==> src/rtl/mem_arbiter.sv <==
// rtl/mem_arbiter.sv - single-port RAM arbiter: VGA fixed priority, CPU/GPU round-robin, one ack per transaction
// Optional CPU low-address write protection: MEM_ARB_WRITE_PROTECT_EN
module mem_arbiter #(
  parameter int ADDR_W = 12,
  parameter int DATA_W = 8,
  parameter logic [ADDR_W-1:0] PROTECT_LIMIT = 12'h200
) (
  input  logic              clk,
  input  logic              rst,
  input  logic              cpu_read,
  input  logic [ADDR_W-1:0] cpu_read_addr,
  output logic [DATA_W-1:0] cpu_read_data,
  output logic              cpu_read_ack,
  input  logic              cpu_write,
  input  logic [ADDR_W-1:0] cpu_write_addr,
  input  logic [DATA_W-1:0] cpu_write_data,
  output logic              cpu_write_ack,
  input  logic              gpu_read,
  input  logic [ADDR_W-1:0] gpu_read_addr,
  output logic [DATA_W-1:0] gpu_read_data,
  output logic              gpu_read_ack,
  input  logic              gpu_write,
  input  logic [ADDR_W-1:0] gpu_write_addr,
  input  logic [DATA_W-1:0] gpu_write_data,
  output logic              gpu_write_ack,
  input  logic              vga_read,
  input  logic [ADDR_W-1:0] vga_read_addr,
  output logic [DATA_W-1:0] vga_read_data,
  output logic              vga_read_ack,
  output logic              ram_en,
  output logic              ram_we,
  output logic [ADDR_W-1:0] ram_addr,
  output logic [DATA_W-1:0] ram_wdata,
  input  logic [DATA_W-1:0] ram_rdata,
  output logic              protect_violation
);

`ifdef MEM_ARB_WRITE_PROTECT_EN
  localparam bit PROTECT_EN = 1'b1;
`else
  localparam bit PROTECT_EN = 1'b0;
`endif

  typedef enum logic [1:0] {IDLE, ACCESS, RESP, DONE} state_t;
  typedef enum logic [1:0] {GNT_CPU, GNT_GPU, GNT_VGA} gnt_t;

  state_t state;
  gnt_t   gnt;
  logic   gnt_we;
  logic   rr_gpu_next;
  logic   prot_q;

  logic cpu_pend;
  logic gpu_pend;
  logic pick_gpu;
  logic cpu_wr_blocked;

  assign cpu_pend       = cpu_read | cpu_write;
  assign gpu_pend       = gpu_read | gpu_write;
  assign pick_gpu       = gpu_pend & (~cpu_pend | rr_gpu_next);
  // Blocked CPU writes still run the full handshake, only the RAM strobe is suppressed.
  assign cpu_wr_blocked = PROTECT_EN & cpu_write & (cpu_write_addr < PROTECT_LIMIT);

  always_ff @(posedge clk) begin
    if (rst) begin
      state             <= IDLE;
      gnt               <= GNT_CPU;
      gnt_we            <= 1'b0;
      rr_gpu_next       <= 1'b0;
      prot_q            <= 1'b0;
      cpu_read_ack      <= 1'b0;
      cpu_write_ack     <= 1'b0;
      gpu_read_ack      <= 1'b0;
      gpu_write_ack     <= 1'b0;
      vga_read_ack      <= 1'b0;
      cpu_read_data     <= '0;
      gpu_read_data     <= '0;
      vga_read_data     <= '0;
      ram_en            <= 1'b0;
      ram_we            <= 1'b0;
      ram_addr          <= '0;
      ram_wdata         <= '0;
      protect_violation <= 1'b0;
    end else begin
      cpu_read_ack  <= 1'b0;
      cpu_write_ack <= 1'b0;
      gpu_read_ack  <= 1'b0;
      gpu_write_ack <= 1'b0;
      vga_read_ack  <= 1'b0;
      case (state)
        IDLE: begin
          if (vga_read) begin
            gnt      <= GNT_VGA;
            gnt_we   <= 1'b0;
            prot_q   <= 1'b0;
            ram_en   <= 1'b1;
            ram_we   <= 1'b0;
            ram_addr <= vga_read_addr;
            state    <= ACCESS;
          end else if (pick_gpu) begin
            gnt         <= GNT_GPU;
            rr_gpu_next <= 1'b0;
            gnt_we      <= gpu_write;
            prot_q      <= 1'b0;
            ram_en      <= 1'b1;
            ram_we      <= gpu_write;
            ram_addr    <= gpu_write ? gpu_write_addr : gpu_read_addr;
            ram_wdata   <= gpu_write_data;
            state       <= ACCESS;
          end else if (cpu_pend) begin
            gnt         <= GNT_CPU;
            rr_gpu_next <= 1'b1;
            gnt_we      <= cpu_write;
            prot_q      <= cpu_wr_blocked;
            ram_en      <= ~cpu_wr_blocked;
            ram_we      <= cpu_write & ~cpu_wr_blocked;
            ram_addr    <= cpu_write ? cpu_write_addr : cpu_read_addr;
            ram_wdata   <= cpu_write_data;
            state       <= ACCESS;
          end
        end
        ACCESS: begin
          ram_en <= 1'b0;
          ram_we <= 1'b0;
          if (gnt_we) begin
            case (gnt)
              GNT_CPU: cpu_write_ack <= 1'b1;
              GNT_GPU: gpu_write_ack <= 1'b1;
              default: ;
            endcase
            if (prot_q) protect_violation <= 1'b1;
            state <= DONE;
          end else begin
            state <= RESP;
          end
        end
        RESP: begin
          case (gnt)
            GNT_CPU: begin
              cpu_read_data <= ram_rdata;
              cpu_read_ack  <= 1'b1;
            end
            GNT_GPU: begin
              gpu_read_data <= ram_rdata;
              gpu_read_ack  <= 1'b1;
            end
            default: begin
              vga_read_data <= ram_rdata;
              vga_read_ack  <= 1'b1;
            end
          endcase
          state <= DONE;
        end
        DONE: begin
          // Ack is visible this cycle; no grant so the requester can withdraw.
          state <= IDLE;
        end
        default: state <= IDLE;
      endcase
    end
  end

endmodule

==> config.mk <==
export PLATFORM = sky130hd
export DESIGN_NAME = mem_arbiter
export DESIGN_NICKNAME = d
export VERILOG_FILES = /design/src/rtl/mem_arbiter.sv
export SDC_FILE = /design/constraint.sdc
export NUM_CORES = 1
export LEC_CHECK = 0
export ABC_AREA = 1
export CORE_UTILIZATION = 40
export DETAILED_ROUTE_END_ITERATION = 10
export PLACE_DENSITY = 0.92
export SLEW_MARGIN = 0
export SYNTH_ARGS = -nofsm -noshare
export SYNTH_HDL_FRONTEND = slang
export SYNTH_SLANG_ARGS = --single-unit
==> constraint.sdc <==
create_clock -name clk -period 2.17 [get_ports clk]
set_clock_uncertainty 0.05 [all_clocks]
set_input_delay 0.434 -clock clk [delete_from_list [all_inputs] [get_ports clk]]
set_output_delay 0.434 -clock clk [all_outputs]
set_load 0.02 [all_outputs]
[Yosys cells after proc, flatten, opt, wreduce, memory -nomap -nowiden]
Index checks and enable logic that the tools add are counted.
Storage, ports and cells
  bits in registers: 59
  input bits: 91
  output and inout port bits: 52
Operators by class
  reduce and logical (&&, ||, !) cells: 15
  bitwise gates (word level): 10
  equality and inequality tests: 5
  muxes and demuxes: 30
Operators with widths (number)
  $mux 12: 5
  $mux 8: 2
  $mux 1: 14
  $mux 2: 6
  $reduce_and 2->1: 5
  $pmux 2 s4: 1
  $not 1->1: 6
  $reduce_and 3->1: 2
  $eq 2x1->1 const B: 2
  $eq 2x2->1 const B: 2
  $logic_not 2->1: 2
  $ne 4x4->1 const B: 1
  $pmux 1 s2: 2
  $reduce_bool 2->1: 2
  $reduce_or 2->1: 2
  $or 1x1->1: 3
  $reduce_bool 3->1: 1
  $reduce_or 3->1: 1
  $and 1x1->1: 1

[Depth between registers and ports, before layout]
Gate-level depths: netlist (run 1).
  depth after elaboration: 7
  depth in mapped cells: 8

[Worst setup path before layout (run 1)]
No wires, ideal clock.
  kind: reg-to-reg
  start: register state[0]
  end: register ram_addr[11]
  data required time: 1.998 ns
  setup time: 0.122 ns
  stages on the path, launching flop included: 9
  clock period less this slack: 1.529 ns
  slack: 0.641 ns
  arrival time: 1.357 ns
  buffers on the path: 2
  cell sequence: dfxtp_1 inv_1 ha_1 buf_2 nand2_1 clkbuf_1 nor2_1 a21oi_2 a21oi_2
Between the ends
  longest elaborated chain between the ends: 2
RTL lines
  start, declared: RTL line 47  | state_t state;
  start signal, assigned: RTL line 66  | state <= IDLE;
  start signal, assigned: RTL line 99  | state <= ACCESS;
  start signal, assigned: RTL line 109  | state <= ACCESS;
  $logic_not 2->1: RTL line 90  | case (state)
  $reduce_and 2->1 (no source line)
  end signal, assigned: RTL line 98  | ram_addr <= vga_read_addr;
  end signal, assigned: RTL line 107  | ram_addr <= gpu_write ? gpu_write_addr : gpu_read_addr;
  end signal, assigned: RTL line 117  | ram_addr <= cpu_write ? cpu_write_addr : cpu_read_addr;
  end, declared: RTL line 32  | output logic [ADDR_W-1:0] ram_addr,
No other way between the ends.
A chain may end at the register's enable or synchronous reset.

[Worst setup path after layout (run 1)]
  start: register ram_en
  end: output ram_en
RTL lines
  start, declared: RTL line 30  | output logic ram_en,
  start signal, assigned: RTL line 115  | ram_en <= ~cpu_wr_blocked;
No word-level cell between the ends.

==> results of run 1 <==
==> worst max path at each step <==
stage                                      from                        end  slack [ns]  cells past startpoint
after floorplan           state[0]$_SDFFE_PP0P_  ram_addr[11]$_SDFFE_PP0P_        0.64                      8
after global placement                cpu_write        ram_we$_SDFFE_PP0P_        0.18                      6
after detailed placement              cpu_write        ram_we$_SDFFE_PP0P_        0.12                      6
after CTS                   ram_en$_SDFFE_PP0P_                     ram_en        0.33                      1
after global routing      state[1]$_SDFFE_PP0P_   ram_addr[1]$_SDFFE_PP0P_        0.27                      6
final                       ram_en$_SDFFE_PP0P_                     ram_en        0.36                      1
==> cell usage after synthesis, types with 3 or more instances <==
master	count	area (um2)
ha_1	3	37.5
nand2_1	111	417
dfxtp_1	57	1140
inv_2	3	11.3
o21ai_0	28	140
o21ai_1	20	100
a21oi_2	16	140
a21oi_1	19	95.1
inv_1	32	120
nor2_1	63	236
buf_2	12	60.1
nand2_2	5	31.3
nand3_1	16	80.1
==> metal layers <==
layer	global-route usage, %	up-vias	wire length (um)
met3	6.64	27	654
met5	0	-	0
met2	44.4	151	4250
li1	-	1579	-
met1	26.5	1412	3340
met4	13.2	0	275
==> report_power, final <==
group | switching, W | internal [W] | total [W]
Combinational | 0.000766 | 0.000605 | 0.00137
Clock | 0.000398 | 0.000647 | 0.00105
Sequential | 0.000109 | 0.00121 | 0.00132
==> worst min-delay path, delay by kind of cell (launching register included) <==
family	cells	cell delay, ns
AOI/OAI and AO/OA	1	0.05
buffers and inverters	1	0.05
DFF	1	0.31
==> through the flow <==
step,cells,worst slack [ns]
2_1_floorplan,408,0.641
3_3_place_gp,618,0.185
3_5_place_dp,618,0.123
4_1_cts,633,0.325
5_1_grt,633,0.274
6_report,633,0.355
==> cells by family after synthesis <==
family / count (synthesis)
other cells: 1
simple gates: 204
buf+inv: 55
compound gates: 88
fa+ha+maj: 3
flops: 57
==> final cells by class <==
type                       count  area [um2]
clock inverter                 2        35.0
sequential                    57        1140
inverter                      36         140
tap                           80         100
timing repair buffer         149        1470
multi-input combinational    296        1400
clock buffer                  13         179
fill                         550        2290
==> sequential cells by signal, indices dropped and copies added (netlist names) <==
name           cells
cpu_read_ack       1
cpu_read_data      8
cpu_write_ack      1
gnt                2
gnt_we             1
gpu_read_ack       1
gpu_read_data      8
gpu_write_ack      1
ram_addr          12
ram_en             1
ram_wdata          8
ram_we             1
rr_gpu_next        1
state              2
vga_read_ack       1
vga_read_data      8
==> impl_metrics.csv, run 1 <==
group,metric,value,unit
cts,cts_buffer_depth,2,
critical_path,reg2reg_slack,0.41,ns
critical_path,reg2reg_depth,7,
global_routing,grt_max_degree,25,
layout,syn2layout_area_growth,60.0,%
route,drt-initial-drc-count,115,
critical_path,required,1.69,ns
route,wirelength,8520,um
min_path,worstHoldPathType,"reg2reg",
route,route.detailed.vias_per_inst,5.01,
sta,rsz0062_at_grt,"no",
route,drc,1,
die,start_util,41.3,%
synthesis,synth_edf_count,0,
sta,post-route-min-period,1.81,ns
critical_path,worst_setup_path_end_kind,"output port",
layout,final_nets,643,
route,drt.antenna.violating_nets,0,
layout,antenna_cells,0,
synthesis,synth-seq-cells,57,
cts,cts_sinks,57,
critical_path,slowest_delay,0.63,ns
die,coreArea,6760,um2
place,port_buffers,141,
place,dpl.hpwl,6600,um
place,dpl_cell_area,4260,um2
run_status,status,"complete, but fails checks",
layout,final_cell_area,4470,um2
synthesis,synth_xor_area_share,0,%
global_routing,grt_overflow,0,
die,dieArea,7320,um2
sta,hold_viol,0,
global_routing,grt_pass1_wl,14300,um
cts,htreeDepth,3,
synthesis,netlist_area,2790,um2
synthesis,ys.flop_type,"dfxtp_1",
critical_path,worstSetupPathType,"reg2out",
synthesis,muxShareOfSynthArea,0,%
cts,cts_made_buffers,9,
layout,utilization,66.1,%
power_and_ir_drop,power,0.00374,W
global_routing,grt_usage,24.7,%
global_routing,grt_pass1_vias,3203,
synthesis,synth_compound_area_share,18.6,%
die,num_rows,30,
route,detail_route.wl_per_cell,13.5,um
cts,clkTransAtPathRegs,0.06,ns
sta,relSlewSlack,64.3,%
power_and_ir_drop,p_per_area,836,nW/um2
cts,clock_latency,0.33,ns
layout,most-common-layout-cells,"141 x clkdlybuf4s50_1, 111 x nand2_1, 63 x nor2_1",
critical_path,r2r_start,"state[1]$_SDFFE_PP0P_",
synthesis,syn_nets,502,
synthesis,synth_cells,408,
die,die_h,85.6,um
critical_path,cp_slowest_cell,"clkdlybuf4s50_1",
layout,final_common_cell,"clkdlybuf4s50_1",
sta,clock.fmax,551,MHz
critical_path,cp_max_fo,2,
min_path,min_path_cells,2,
synthesis,synth_top_family_by_area,"simple AND/OR/NAND/NOR gates",
place,gp_congestion,0.855,
critical_path,cp-start-kind,"flop",
sta,setup_tns,0,ns
synthesis,ys.warnings.count,0,
cts,post_cts_buffers,0,
sta,drv_slew,0,
route,vias,3169,
sta,hold_ws,0.399,ns
sta,setup_viol,0,
synthesis,ys_async_sr_fraction,0,%
synthesis,syn_avg_cell_area,6.84,um2
cts,post_cts_resized,0,
power_and_ir_drop,leakage,1.86,nW
min_path,min_delay_worst_endpoint,"gpu_read_data[0]$_SDFFE_PP0P_",
layout,drive_gt1_share,10.1,%
route,first_pass_iters,7,
global_routing,antenna_found_initial,0,
cts,root_buffer,"clkbuf_8",
cts,cts_hold_buf,0,
critical_path,crit_chain,"clkdlybuf4s50_1",
die,die_width,85.6,um
die,io_pins,143,
critical_path,arrival,1.33,ns
synthesis,ys_seq_area_share,40.9,%
synthesis,synth-simple-area-share,30.1,%
sta,finalCritPeriodShare,83.6,%
critical_path,r2r_end,"ram_addr[10]$_SDFFE_PP0P_",
sta,tightest_slew,0.534,ns
run_status,violations,"DRC",
synthesis,synth_fa_ha_area_share,1.34,%
critical_path,path_delay_family,"buffers and inverters",
cts,cts_tree,"yes",
job,maxCapViolCount,0,
power_and_ir_drop,vdd_drop_max,416,uV
min_path,holdCritStartpoint,"gpu_read_data[0]$_SDFFE_PP0P_",
critical_path,cp.buffers_inverters,1,
synthesis,ys_types,30,
(Power assumes the default switching activity.)
==> run 2, diff against run 1 <==
- clock period: 2.17 -> 1.8 ns (I/O delays scaled with it)
==> impl_metrics.csv, run 2 (synthesis gave the netlist of run 1 again) <==
group,metric,value,unit
die,dieArea,7320,um2
critical_path,slowest_delay,0.63,ns
critical_path,path_delay_family,"buffers and inverters",
sta,hold_viol,0,
place,gp_congestion,0.860,
power_and_ir_drop,leakage,1.93,nW
sta,finalCritPeriodShare,95.6,%
critical_path,cp-start-kind,"flop",
layout,most-common-layout-cells,"139 x clkdlybuf4s50_1, 110 x nand2_1, 63 x nor2_1",
sta,relSlewSlack,65.7,%
route,detail_route.wl_per_cell,13.0,um
route,drt.antenna.violating_nets,0,
layout,antenna_cells,0,
power_and_ir_drop,power,0.00458,W
min_path,holdCritStartpoint,"gpu_read_data[5]$_SDFFE_PP0P_",
cts,clock_latency,0.33,ns
power_and_ir_drop,vdd_drop_max,435,uV
die,num_rows,30,
critical_path,r2r_start,"state[0]$_SDFFE_PP0P_",
place,dp.cells,627,
critical_path,cp_max_fo,2,
route,route.detailed.vias_per_inst,4.95,
global_routing,grt_max_degree,18,
die,start_util,41.3,%
cts,root_buffer,"clkbuf_8",
die,io_pins,143,
global_routing,grt_overflow,0,
sta,post-route-min-period,1.72,ns
critical_path,cp_slowest_cell,"clkdlybuf4s50_1",
power_and_ir_drop,p_sw_share,34.1,%
layout,final_nets,652,
critical_path,worstSetupStartpoint,"ram_addr[7]$_SDFFE_PP0P_",
power_and_ir_drop,power_frac_seq,34.6,%
place,dpl.hpwl,6580,um
critical_path,worst_setup_path_end_kind,"output port",
power_and_ir_drop,p_per_area,1010,nW/um2
run_status,violations,"DRC",
place,dpl_cell_area,4320,um2
layout,final_cell_area,4540,um2
cts,post_cts_buffers,0,
die,die_width,85.6,um
cts,clkTransAtPathRegs,0.06,ns
global_routing,grt_usage,23.5,%
route,wirelength,8340,um
sta,setup_viol,0,
sta,tightest_slew,0.513,ns
layout,final_common_cell,"clkdlybuf4s50_1",
route,first_pass_iters,7,
route,drt-initial-drc-count,105,
die,die_h,85.6,um
critical_path,cp.buffers_inverters,1,
layout,syn2layout_area_growth,62.6,%
job,maxCapViolCount,0,
power_and_ir_drop,clkPwrFrac,27.9,%
route,vias,3184,
cts,post_cts_resized,0,
layout,drive_gt1_share,11.7,%
route,drc,1,
run_status,status,"complete, but fails checks",
place,port_buffers,141,
cts,cts_tree,"yes",
cts,htreeDepth,3,
die,coreArea,6760,um2
global_routing,antenna_found_initial,0,
critical_path,crit_chain,"clkdlybuf4s50_1",
power_and_ir_drop,internal_power,0.00301,W
cts,cts_buffer_depth,2,
sta,drv_slew,0,
global_routing,grt_pass1_wl,13600,um
critical_path,arrival,1.31,ns
cts,cts_sinks,57,
power_and_ir_drop,p_sw,0.00156,W
cts,cts_hold_buf,0,
sta,clock.fmax,581,MHz
min_path,worstHoldPathType,"reg2reg",
critical_path,required,1.39,ns
power_and_ir_drop,power.share.combinational,37.5,%
cts,cts_made_buffers,9,
critical_path,worstSetupPathType,"reg2out",
layout,fin_cells,643,
layout,largest_reg_flops,12,
layout,regMostFlops,"ram_addr",
sta,rsz0062_at_grt,"no",
global_routing,grt_pass1_vias,3083,
-- run 2: cell count changes in the layout (fill, tap and decap cells not counted), sizes merged --
cell and change:
buf +9, bufinv +1, clkbuf -3, clkdlybuf4s50 -2, clkinv +2, clkinvlp +1, dlymetal6s2s +2
-- run 2: worst paths after layout --
kind,endpoint,slack [ns],depth (start not counted)
hold reg to reg,gpu_read_data[5]$_SDFFE_PP0P_,0.40,2
setup / recovery,ram_addr[7],0.08,1
hold / removal,gpu_read_data[5]$_SDFFE_PP0P_,0.40,2
setup reg to reg,ram_wdata[2]$_SDFFE_PP0P_,0.17,7
-- run 2: layer usage --
| metal | GRT usage [%] | share of wire [%] | vias to the layer above |
|---|---|---|---|
| li1 | - | - | 1597 |
| met1 | 23.7 | 38 | 1410 |
| met2 | 45.4 | 53 | 155 |
| met3 | 6.54 | 7.1 | 22 |
| met4 | 8.94 | 2.0 | 0 |
| met5 | 0 | 0 | - |
-- run 2: cell type report --
| cell class | instances | area [um2] |
|---|---|---|
| timing repair buffer | 158 | 1540 |
| clock buffer | 10 | 128 |
| clock inverter | 6 | 82.6 |
| sequential | 57 | 1140 |
| multi-input combinational | 296 | 1410 |
| tap | 80 | 100 |
| fill | 538 | 2220 |
| inverter | 36 | 140 |
-- run 2: stage by stage --
stage,setup TNS [ns],utilization [%],setup WS (ns),hold slack (ns)
floorplan,0,-,0.271,0.391
detailed placement,-1.30,64.0,-0.112,0.388
CTS,0,67.1,0.0545,0.396
finish,0,67.2,0.0789,0.401
global route,0,67.2,0.0292,0.426
global placement,-0.239,64.0,-0.0684,0.381
-- run 2: power by group through the flow --
stage               sequential (W)  clock [W]  combinational, W
floorplan                  0.00180          0          0.000757
global placement           0.00160          0           0.00165
detailed placement         0.00161          0           0.00170
CTS                        0.00159    0.00128           0.00171
global route               0.00161    0.00136           0.00186
finish                     0.00158    0.00128           0.00172
==> run 3, diff against run 2 <==
- GPL_TIMING_DRIVEN: not set -> 0
==> impl_metrics.csv, run 3 (synthesis gave the netlist of run 1 again) <==
group,metric,value,unit
critical_path,arrival,1.34,ns
power_and_ir_drop,clkPwrFrac,29.4,%
layout,drive_gt1_share,11.5,%
critical_path,reg2reg_depth,8,
sta,setup_slack,0.0548,ns
die,coreArea,6760,um2
route,drc,1,
sta,finalCritPeriodShare,97.0,%
power_and_ir_drop,internal_power,0.00308,W
die,die_h,85.6,um
die,num_rows,30,
job,maxCapViolCount,0,
sta,rsz0062_at_grt,"no",
sta,setup_tns,0,ns
critical_path,crit_chain,"clkdlybuf4s50_1",
layout,syn2layout_area_growth,62.3,%
global_routing,antenna_found_initial,0,
layout,regMostFlops,"ram_addr",
critical_path,worstSetupPathType,"reg2out",
critical_path,required,1.39,ns
global_routing,grt_max_degree,12,
critical_path,cp.buffers_inverters,1,
critical_path,cp_max_fo,2,
sta,setup_viol,0,
critical_path,cp_slowest_cell,"clkdlybuf4s50_1",
power_and_ir_drop,power_frac_seq,34.2,%
sta,clock.fmax,573,MHz
cts,cts_buffer_depth,2,
power_and_ir_drop,p_sw,0.00155,W
layout,most-common-layout-cells,"141 x clkdlybuf4s50_1, 110 x nand2_1, 63 x nor2_1",
layout,multi_input_area,1410,um2
layout,utilization,67.1,%
min_path,worstHoldPathType,"reg2reg",
critical_path,cp.depth,1,
layout,nFillCells,522,
power_and_ir_drop,power.share.combinational,36.4,%
global_routing,grt_pass1_vias,3034,
cts,cts_made_buffers,9,
cts,cts_tree,"yes",
global_routing,grt_overflow,0,
route,vias,3161,
route,drt-initial-drc-count,99,
route,detail_route.wl_per_cell,12.6,um
cts,cts_sinks,57,
die,start_util,41.3,%
route,drt.antenna.violating_nets,0,
layout,largest_reg_flops,12,
cts,root_buffer,"clkbuf_8",
place,dpl.hpwl,6470,um
layout,final_nets,653,
run_status,status,"complete, but fails checks",
cts,clock_latency,0.34,ns
place,dp_slack,-0.197,ns
sta,drv_slew,0,
critical_path,worst_setup_path_end_kind,"output port",
power_and_ir_drop,leakage,1.89,nW
power_and_ir_drop,p_per_area,1020,nW/um2
global_routing,grt_pass1_wl,13400,um
die,io_pins,143,
die,dieArea,7320,um2
power_and_ir_drop,power,0.00463,W
power_and_ir_drop,vdd_drop_max,431,uV
cts,htreeDepth,3,
layout,antenna_cells,0,
global_routing,grt_usage,23.3,%
critical_path,path_delay_family,"buffers and inverters",
place,port_buffers,141,
cts,cts_hold_buf,0,
sta,hold_ws,0.400,ns
power_and_ir_drop,p_sw_share,33.5,%
die,die_width,85.6,um
cts,clkTransAtPathRegs,0.06,ns
sta,post-route-min-period,1.75,ns
critical_path,slowest_delay,0.64,ns
place,gp_congestion,0.905,
min_path,min_path_cells,2,
layout,regArea,1140,um2
sta,hold_viol,0,
route,wirelength,8130,um
route,route.detailed.vias_per_inst,4.91,
critical_path,cp-start-kind,"flop",
run_status,violations,"DRC",
layout,final_common_cell,"clkdlybuf4s50_1",
route,first_pass_iters,7,
==> run 3: area by class of cell <==
cell class | instances | area share (%)
Buffer | 18 | 2.32
Clock buffer | 12 | 3.42
Tap cell | 80 | 2.21
Sequential cell | 57 | 25.2
Timing Repair Buffer | 141 | 31.1
Multi-Input combinational cell | 296 | 31.0
Inverter | 36 | 3.09
Clock inverter | 4 | 1.66
==> run 3: timing repair <==
| item | CTS | global route |
|---|---|---|
| buffers inserted | 0 | 0 |
| gates resized for setup | 0 | 1 |
| setup endpoints to repair | 6 | 1 |
| pin swaps | 0 | 0 |
==> run 3: path summary, 6_finish.rpt <==
path / start / to / slack [ns]
setup / recovery: ram_addr[6]$_SDFFE_PP0P_ / ram_addr[6] / 0.05
hold / removal: gpu_read_data[5]$_SDFFE_PP0P_ / gpu_read_data[5]$_SDFFE_PP0P_ / 0.40
setup reg to reg: state[0]$_SDFFE_PP0P_ / ram_wdata[7]$_SDFFE_PP0P_ / 0.23
hold reg to reg: gpu_read_data[5]$_SDFFE_PP0P_ / gpu_read_data[5]$_SDFFE_PP0P_ / 0.40
==> run 3: power groups by stage <==
stage	Sequential (W)	Clock, W	Combinational (W)
floorplan	0.00180	0	0.000757
global placement	0.00160	0	0.00164
detailed placement	0.00161	0	0.00167
CTS	0.00158	0.00138	0.00168
global route	0.00161	0.00145	0.00183
finish	0.00158	0.00136	0.00169
==> run 3: stage by stage <==
step	cells	cell area, um2
floorplan	408	2790
global placement	629	4300
detailed placement	629	4300
CTS	644	4530
global route	644	4530
finish	644	4530
==> run 3: metal layers <==
layer	vias to the layer above	track usage, %	share of wire (%)
met5	-	0	0
met4	0	11.1	3.0
met3	25	7.60	8.1
met2	157	41.3	49
met1	1380	25.1	40
li1	1599	-	-
